==> src/rtl/regfile_dump_reader_pkg.sv <==
// Shared register-file geometry and dump-reader state encodings.
package regfile_dump_reader_pkg;
  localparam int RF_ADDR_W = 5;
  localparam int RF_DATA_W = 32;
  localparam int RF_DEPTH  = 32;

  typedef enum logic [1:0] {
    ST_IDLE  = 2'd0,
    ST_FETCH = 2'd1,
    ST_HOLD  = 2'd2,
    ST_DONE  = 2'd3
  } state_t;
endpackage

==> src/rtl/regfile_dump_reader.sv <==
// Walks a contiguous register range through an async read port and streams
// (address, value) pairs on a valid/ready interface.
module regfile_dump_reader
  import regfile_dump_reader_pkg::*;
#(
  parameter int DATA_W = RF_DATA_W,
  parameter int ADDR_W = RF_ADDR_W
) (
  input  logic              clk,
  input  logic              rst,
  input  logic              start,
  input  logic [ADDR_W-1:0] first_reg,
  input  logic [ADDR_W-1:0] last_reg,
  input  logic              abort,
  output logic [ADDR_W-1:0] rf_ra,
  input  logic [DATA_W-1:0] rf_rd,
  output logic [ADDR_W-1:0] out_addr,
  output logic [DATA_W-1:0] out_data,
  output logic              out_valid,
  input  logic              out_ready,
  output logic              busy,
  output logic              done
);

  state_t              r_state, w_state_nxt;
  logic [ADDR_W-1:0]   r_fptr, w_fptr_nxt;
  logic [ADDR_W-1:0]   r_lreg, w_lreg_nxt;
  logic [ADDR_W-1:0]   r_out_addr, w_addr_nxt;
  logic [DATA_W-1:0]   r_out_data, w_data_nxt;
  logic                r_out_valid, w_valid_nxt;
  logic                r_done;

  always_ff @(posedge clk) begin
    if (rst) begin
      r_state     <= ST_IDLE;
      r_fptr      <= '0;
      r_lreg      <= '0;
      r_out_addr  <= '0;
      r_out_data  <= '0;
      r_out_valid <= 1'b0;
      r_done      <= 1'b0;
    end else begin
      r_state     <= w_state_nxt;
      r_fptr      <= w_fptr_nxt;
      r_lreg      <= w_lreg_nxt;
      r_out_addr  <= w_addr_nxt;
      r_out_data  <= w_data_nxt;
      r_out_valid <= w_valid_nxt;
      // done is registered off the DONE state so it has no input path
      r_done      <= (r_state == ST_DONE);
    end
  end

  always_comb begin
    w_state_nxt = r_state;
    w_fptr_nxt  = r_fptr;
    w_lreg_nxt  = r_lreg;
    w_addr_nxt  = r_out_addr;
    w_data_nxt  = r_out_data;
    w_valid_nxt = r_out_valid;
    case (r_state)
      ST_IDLE: begin
        if (start) begin
          if (first_reg <= last_reg) begin
            w_fptr_nxt  = first_reg;
            w_lreg_nxt  = last_reg;
            w_state_nxt = ST_FETCH;
          end else begin
            w_state_nxt = ST_DONE;
          end
        end
      end
      ST_FETCH: begin
        if (abort) begin
          w_valid_nxt = 1'b0;
          w_state_nxt = ST_IDLE;
        end else begin
          w_data_nxt  = rf_rd;
          w_addr_nxt  = r_fptr;
          w_valid_nxt = 1'b1;
          w_fptr_nxt  = r_fptr + 1'b1;
          w_state_nxt = ST_HOLD;
        end
      end
      ST_HOLD: begin
        if (abort) begin
          w_valid_nxt = 1'b0;
          w_state_nxt = ST_IDLE;
        end else if (out_ready) begin
          // end is judged on the presented address; fptr may already have wrapped
          if (r_out_addr == r_lreg) begin
            w_valid_nxt = 1'b0;
            w_state_nxt = ST_DONE;
          end else begin
            w_data_nxt = rf_rd;
            w_addr_nxt = r_fptr;
            w_fptr_nxt = r_fptr + 1'b1;
          end
        end
      end
      default: w_state_nxt = ST_IDLE;
    endcase
  end

  assign rf_ra     = r_fptr;
  assign busy      = (r_state == ST_FETCH) || (r_state == ST_HOLD);
  assign out_addr  = r_out_addr;
  assign out_data  = r_out_data;
  assign out_valid = r_out_valid;
  assign done      = r_done;

endmodule

==> config.mk <==
export PLATFORM = sky130hd
export DESIGN_NAME = regfile_dump_reader
export DESIGN_NICKNAME = d
export VERILOG_FILES = /design/src/rtl/regfile_dump_reader_pkg.sv /design/src/rtl/regfile_dump_reader.sv
export SDC_FILE = /design/constraint.sdc
export NUM_CORES = 1
export LEC_CHECK = 0
export ABC_AREA = 0
export CAP_MARGIN = 15
export CORE_ASPECT_RATIO = 0.9
export CORE_UTILIZATION = 45
export DETAILED_ROUTE_END_ITERATION = 10
export PLACE_DENSITY_LB_ADDON = 0.3
export SKIP_CTS_REPAIR_TIMING = 1
export SLEW_MARGIN = 20
export SYNTH_ARGS = -nofsm -noshare
export SYNTH_HDL_FRONTEND = slang
export SYNTH_SLANG_ARGS = --single-unit
==> constraint.sdc <==
create_clock -name clk -period 2.95 [get_ports clk]
set_input_delay 0.885 -clock clk [delete_from_list [all_inputs] [get_ports clk]]
set_output_delay 0.885 -clock clk [all_outputs]
set_load 0.005 [all_outputs]
==> results of run 1 <==
==> worst max path at each step <==
stage,startpoint,endpoint,slack (ns)
2_1_floorplan,last_reg[3],rf_ra[3],0.63
3_3_place_gp,first_reg[3],r_lreg[0],0.09
3_5_place_dp,first_reg[3],r_lreg[0],0.003
4_1_cts,first_reg[3],r_lreg[0],0.32
5_1_grt,first_reg[3],r_lreg[2],0.18
6_report,first_reg[3],r_lreg[0],0.29
==> sequential cells by signal, indices dropped and copies added (netlist names) <==
register   count
out_data      32
out_addr       5
r_lreg         5
rf_ra          5
r_state        2
done           1
out_valid      1
==> cell type report <==
cell class	count	area, µm²
well taps	67	83.8
flip-flops and latches	51	1020
fillers	466	1670
multi-input cells	207	1390
repair buffers	99	996
clock buffers	6	82.6
inverters	11	41.3
clock inverters	2	35.0
==> metal layers <==
metal / up-vias / GRT usage / part of all wire
met5: - / 0 / 0
met1: 1066 / 0.274 / 0.45
met2: 74 / 0.354 / 0.47
met4: 0 / 0.0734 / 0.013
met3: 7 / 0.0400 / 0.069
li1: 1152 / - / -
==> cells by family after synthesis <==
logic type | Yosys count | synth area share
DFF | 51 | 0.406
muxes | 39 | 0.156
xor gates and xnor gates | 6 | 0.0209
AOI/OAI and AO/OA | 41 | 0.126
adders and majority gates | 10 | 0.0497
buffers and inverters | 25 | 0.0477
and+or+nand+nor | 111 | 0.194
==> synth_stat cells (3+ instances only) <==
| library cell | number | share of area |
|---|---|---|
| sky130_fd_sc_hd__dfxtp_1 | 51 | 0.41 |
| sky130_fd_sc_hd__xnor2_1 | 6 | 0.021 |
| sky130_fd_sc_hd__nor2b_1 | 3 | 0.0075 |
| sky130_fd_sc_hd__ha_1 | 10 | 0.050 |
| sky130_fd_sc_hd__nand2_1 | 80 | 0.12 |
| sky130_fd_sc_hd__mux2i_1 | 38 | 0.15 |
| sky130_fd_sc_hd__a21oi_1 | 11 | 0.022 |
| sky130_fd_sc_hd__nor4_1 | 3 | 0.0075 |
| sky130_fd_sc_hd__inv_1 | 10 | 0.015 |
| sky130_fd_sc_hd__or3_1 | 4 | 0.0099 |
| sky130_fd_sc_hd__nor2_1 | 8 | 0.012 |
| sky130_fd_sc_hd__buf_6 | 3 | 0.013 |
| sky130_fd_sc_hd__nand3_1 | 3 | 0.0060 |
| sky130_fd_sc_hd__o21ai_0 | 8 | 0.016 |
| sky130_fd_sc_hd__clkbuf_1 | 10 | 0.015 |
==> worst min-delay path, delay by kind of cell, from the launching register on <==
| kind | cells | cell delay (ns) |
|---|---|---|
| muxes | 1 | 0.05 |
| DFF | 1 | 0.32 |
| and+or+nand+nor | 1 | 0.05 |
==> cell usage in the layout (no fill, tap or decap), types with 3 or more instances in the layout <==
cell type / n
sky130_fd_sc_hd__a21oi_1: 11
sky130_fd_sc_hd__dfxtp_1: 51
sky130_fd_sc_hd__nand3_1: 3
sky130_fd_sc_hd__nor2_1: 8
sky130_fd_sc_hd__clkdlybuf4s50_1: 91
sky130_fd_sc_hd__ha_1: 10
sky130_fd_sc_hd__nand2_1: 80
sky130_fd_sc_hd__xnor2_1: 6
sky130_fd_sc_hd__inv_1: 10
sky130_fd_sc_hd__nor2b_1: 3
sky130_fd_sc_hd__o21ai_0: 8
sky130_fd_sc_hd__clkbuf_8: 6
sky130_fd_sc_hd__mux2i_1: 38
sky130_fd_sc_hd__nor4_1: 3
sky130_fd_sc_hd__or3_1: 4
sky130_fd_sc_hd__buf_4: 6
==> stage by stage <==
step / worst slack (ns) / hold WS, ns / utilization
4_1_cts: 0.322 / 0.462 / 0.686
2_1_floorplan: 0.625 / 0.451 / -
3_5_place_dp: 0.00295 / 0.448 / 0.664
6_report: 0.291 / 0.459 / 0.686
5_1_grt: 0.181 / 0.473 / 0.686
3_3_place_gp: 0.0947 / 0.441 / 0.664
==> power by group through the flow <==
stage	Sequential (mW)	Combinational (mW)	Clock (mW)
finish	0.969	1.34	0.500
global route	0.993	1.46	0.541
CTS	0.970	1.35	0.516
detailed placement	0.985	1.34	0
global placement	0.978	1.31	0
floorplan	0.974	0.789	0
==> results.txt, run 1 <==
The flow ran to the end, and the final reports show no timing, DRC or antenna violations. The core area came out at 5320 µm². The total track usage is 0.212, and the register-to-register path setup slack is 1.09 ns. In the final design database the tool counted 432 nets. The first detailed-routing pass took 4 iterations.

Synthesis produced a netlist whose cell count is 283. Walking the worst path, the cells encountered are clkdlybuf4s50_1, ha_1, and4_4, a32oi_2, a22oi_2, or3b_1, a21oi_1. In this design, the largest share of critical-path delay is due to simple AND/OR/NAND/NOR gates. The critical path in this run is classified as input port to flip-flop.

The clock arrives with 0.00473 ns of skew. Once detail routing completed, the nets flagged for antenna violations numbered 0. Dividing the detail-routed wire length by the instance count gives 13.9 µm.

The finished cells cover 3650 µm². Power per unit of standard cell area: 771 nW/µm². Dividing the detail-routed via count by the number of cells gives 5.19. The final non-filler cell total is 443. Counting buffers and inverters, the worst setup path is 7 cells deep.

Standard cell with the maximum stage delay on the critical path: sky130_fd_sc_hd__clkdlybuf4s50_1. Internal power comes to 1.85 mW. The tightest min-delay check is of the flip-flop to flip-flop type. For the finished layout, the period the worst path requires is 2.66 ns. The number of stages on the worst hold path works out to 2. Number of failing hold endpoints at the final stage: 0. Adding up every negative setup slack in the final design gives 0 ns. The maximum buffer depth of the clock tree was 2.

For the count of final max-slew check failures, the log shows 0. The routed wire length is 6150 µm, and the post-placement cell area is 3530 µm². The peak ir drop on the vdd network is 501 µV.

Once detailed placement completed, the half-perimeter wirelength came to 4640 µm. Clock-pin slew was measured on the worst setup and hold paths at 0.09 ns. The cell area after synthesis was 2520 µm²; the number of cells on the worst reg-to-reg path was 7. The largest incremental delay on the critical path is 0.48 ns, and the antenna diode instance count is 0. The ratio of cells with drive above 1 in the final layout works out to 0.0824. The count of warnings emitted by yosys was 0; the final global-route overflow total was 0. The H-tree generated during clock tree synthesis spans 2 levels. For the clock power share, the log shows 0.178. The tools report the violation count after the first detailed-routing iteration as 75.

Row generation in the floorplan step produced 25 rows. Worst min-delay path endpoint: out_data[24]. The tools report the final RePlAce weighted congestion as 0.928. The relative contribution of sequential cells to total power was 0.345; the x dimension of the die was 80.8 µm. The final setup violation count is 0, and the net count after synthesis is 340. Synthesis inferred 51 register bits.

The remaining design rule violation count was 0. For the endpoint arrival time on the critical path, the log shows 2.90 ns. STA classifies the critical path endpoint as a flip-flop.

The share of synthesized area occupied by flip-flops and latches was 0.406; the insertion delay to the later sink of the worst-skew pair was 0.30 ns. The relative slew slack was 0.607; the I/O pin count was 92. In this run, placement finished with an instance count of 435. Clock tree synthesis selected as its root buffer the cell sky130_fd_sc_hd__clkbuf_8. Entering global routing, the biggest net connects 38 pins.

The worst setup path is launched from an input port. TritonCTS built the clock tree. The switching power share of the total came out at 0.344. Startpoint of the lowest-slack register-to-register path: r_state[0]. Yosys mapped a number of flops with a built-in enable equal to 0. The number of max-cap violations is 0, and the clock sink count is 51. The share of the clock period used by the worst path was 0.901; the highest clock rate was 376 MHz. The tools report the number of vias after detailed routing as 2299. For the final total power, the log shows 2.81 mW. The number of I/O port buffers works out to 91. The tools report the TritonCTS buffer count as 5. The buffer and inverter count on the worst path was 1. At the pin with the least slew margin, the transition time is 0.587 ns. The die is 72.9 µm tall. The net switching power of the design is 0.966 mW, and the top fanout value on the critical path is 10. The first-pass GRT wire length was 9640 µm; the layout overhead on the synthesized area was 44.9%. The floorplan die area is 5900 µm².

The via count of the first global-routing pass is 2107. Number of antenna violations at the first check in global routing: 0. The most used flip-flop cell after synthesis was sky130_fd_sc_hd__dfxtp_1. Fraction of power consumed by combinational cells: 0.478.

For the effective utilization at floorplan, the log shows 0.473. Setup repair after global routing left no endpoint under its margin. The analysis attributes to cell leakage a power of 1.39 nW.

Counting distinct cell types in the post-synthesis netlist gives 45. Average footprint of a synthesized cell: 8.89 µm². The endpoint identified for the worst register-to-register timing path is r_state[0]. In this run the most critical hold path is launched from out_data[24]. The share of synthesized registers carrying an async set or reset works out to 0. Data on the critical path is required at its endpoint by 3.19 ns.
No activity file was read; power rests on OpenSTA's default activity.
==> run 2: changes to the inputs <==
- CORE_ASPECT_RATIO: 0.9 -> 0.8
==> run 2 against run 1 <==
  * Die area hardly changed
  * Cell count down 1.6%
  * Final area barely moved
  * Clock power rose by 14%
  * First-iteration DRC count rose by 63%
  * Maximum frequency shrank 4.3%
==> results.txt, run 2 (synthesis results as in run 1) <==
The pin count of the biggest net entering global routing came out at 46 (was 38). The insertion delay to the later sink of the worst-skew pair is 0.30 ns (about the same), and the maximum buffer depth of the clock tree is 2 (unchanged). The logs give 23 (was 25) for the count of standard-cell rows and 0 (unchanged) for the number of failing hold endpoints at the final stage.

The time the final worst path needs with I/O delays and setup works out to 2.78 ns (was 2.66 ns). The tools report the peak ir drop on the vdd network as 403 µV (was 501 µV). The register-to-register path setup slack is 1.00 ns (was 1.09 ns), and the number of H-tree levels is 2 (unchanged). The routed wire length is 6330 µm (was 6150 µm), and the average vias per placed instance is 5.19 (about the same). Most common library cell in the layout ignoring fill and taps: sky130_fd_sc_hd__clkdlybuf4s50_1 (unchanged). For the violation count after the first detailed-routing iteration, the log shows 122 (was 75). The final core utilization is 0.703 (was 0.686), and the clock tree skew after final layout is 0.00586 ns (was 0.00473 ns).

TritonCTS built the clock tree. The run gives 92 (unchanged) as the I/O pin count. The number of max-cap violations was 0 (unchanged); the x dimension of the die was 85.6 µm (was 80.8 µm). For the highest clock rate, the log shows 360 MHz (was 376 MHz). The type of the most critical hold path was flip-flop to flip-flop (unchanged). The first-pass GRT wire length came out at 10200 µm (was 9640 µm). The number of search-and-repair iterations in the first detailed-routing pass is 4 (unchanged). The share of the clock period used by the worst path came out at 0.942 (was 0.901).

Count of final max-slew check failures: 0 (unchanged). The layout filler cell count was 420 (was 466); the number of vias after detailed routing was 2262 (was 2299). The TritonCTS buffer count was 5 (unchanged). The tools report the destination of the worst register-to-register timing path as out_data[6] (was r_state[0]). The logs give 0 (unchanged) for the final setup violation count and 0.170 ns (was 0.291 ns) for the worst setup margin.

Setup repair after global routing left no endpoint under its margin. The endpoint arrival time on the critical path was 1.89 ns (was 2.90 ns); the post-layout net count was 430 (was 432). The height of the chip is 68.9 µm (was 72.9 µm), and the layout overhead on the synthesized area is 44.8% (was 44.9%). The tools report the final global-route overflow total as 0 (unchanged). The number of antenna violations at the first check in global routing was 0 (unchanged); the remaining design rule violation count was 0 (unchanged). The run gives 428 (was 435) as the number of cells after detailed placement. The clock-pin slew on the worst setup and hold paths is 0.09 ns (about the same). The nature of the critical path endpoint is an output port (was a flip-flop). The total track usage is 0.223 (was 0.212). Post-route worst hold slack: 0.461 ns (was 0.459 ns). The top fanout value on the critical path works out to 11 (was 10). Floorplan die area: 5900 µm² (about the same).

Relative slew slack: 0.656 (was 0.607). The power per unit of standard cell area is 796 nW/µm² (was 771 nW/µm²). The run gives 4730 µm (was 4640 µm) as the half-perimeter wire length after placement. The startpoint of the lowest-slack register-to-register path is r_state[0] (unchanged). The flip-flop count of the largest register after layout was 32 (unchanged); the antenna diode instance count was 0 (unchanged). For the final RePlAce weighted congestion, the log shows 0.891 (was 0.928). The leakage power total came out at 1.38 nW (was 1.39 nW).

The run gives 51 (unchanged) as the clock sink count. Highest-count cells in the layout ignoring fill and taps: sky130_fd_sc_hd__clkdlybuf4s50_1 (91), sky130_fd_sc_hd__nand2_1 (80), sky130_fd_sc_hd__dfxtp_1 (51) (unchanged). The number of I/O port buffers was 91 (unchanged). The detail-routed net length per standard cell came out at 14.5 µm (was 13.9 µm). For the core area, the log shows 5180 µm² (was 5320 µm²). The via count of the first global-routing pass is 2075 (was 2107), and the required time at the endpoint of the critical path is 2.07 ns (was 3.19 ns).

The ratio of cells with drive above 1 in the final layout works out to 0.0775 (was 0.0824). Final non-filler cell total: 436 (was 443). Number of antenna-violating nets in the routed design: 0 (unchanged). Kind of critical path: flip-flop to output port (was input port to flip-flop). The launching instance or port of the critical path was r_state[0] (was first_reg[3]). The post-placement worst setup slack is -0.0424 ns (was 0.00295 ns). The run finished with clean final reports. Kind of start point of the critical path: a flip-flop (was an input port). Measured slew at the worst slew-check pin: 0.515 ns (was 0.587 ns). The critical path capture point is busy (was r_lreg[0]). Number of cells on the worst reg-to-reg path: 7 (unchanged).

The cell at the root of the clock tree was sky130_fd_sc_hd__clkbuf_8 (unchanged). For the effective utilization at floorplan, the log shows 0.486 (was 0.473).
-- run 2: worst min-delay path by stage --
stage,start,endpoint,slack (ns),cells after the start
after floorplan,out_data[0],out_data[0],0.45,2
after global placement,out_data[9],out_data[9],0.44,2
after detailed placement,out_data[10],out_data[10],0.45,2
after CTS,out_data[30],out_data[30],0.46,2
after global routing,out_data[2],out_data[2],0.48,2
final,out_data[18],out_data[18],0.46,2
-- run 2: power by group --
group          switching [mW]  total (mW)  internal (mW)
clock                   0.234       0.572          0.338
combinational           0.634        1.35          0.720
sequential              0.127       0.974          0.847
total                   0.995        2.90           1.91
-- run 2: metal layers --
metal | share of wire | track usage | vias to the layer above
met1 | 0.47 | 0.321 | 1010
met5 | 0 | 0 | -
met4 | 0.0070 | 0.0500 | 0
met3 | 0.086 | 0.0464 | 5
li1 | - | - | 1152
met2 | 0.43 | 0.343 | 95
-- run 2: final cells by class --
type | count | area [µm²] | share of cell area
sequential | 51 | 1020 | 0.280
clock buffer | 5 | 68.8 | 0.0189
multi-input combinational | 207 | 1390 | 0.380
timing repair buffer | 97 | 981 | 0.269
inverter | 11 | 41.3 | 0.0113
clock inverter | 3 | 67.6 | 0.0185
tap | 62 | 77.6 | 0.0213
-- run 2: stage by stage --
step / total power, mW / area (µm²) / setup TNS (ns)
floorplan: 1.76 / 2520 / 0
global placement: 2.30 / 3510 / 0
detailed placement: 2.33 / 3510 / -0.0424
CTS: 2.91 / 3640 / 0
global route: 3.09 / 3640 / 0
finish: 2.90 / 3640 / 0
-- run 2: critical path, stage by stage, from the launching register on --
cell and delay (ns):
sky130_fd_sc_hd__dfxtp_1 0.38, sky130_fd_sc_hd__inv_1 0.08, sky130_fd_sc_hd__ha_1 0.54, sky130_fd_sc_hd__clkdlybuf4s50_1 0.58
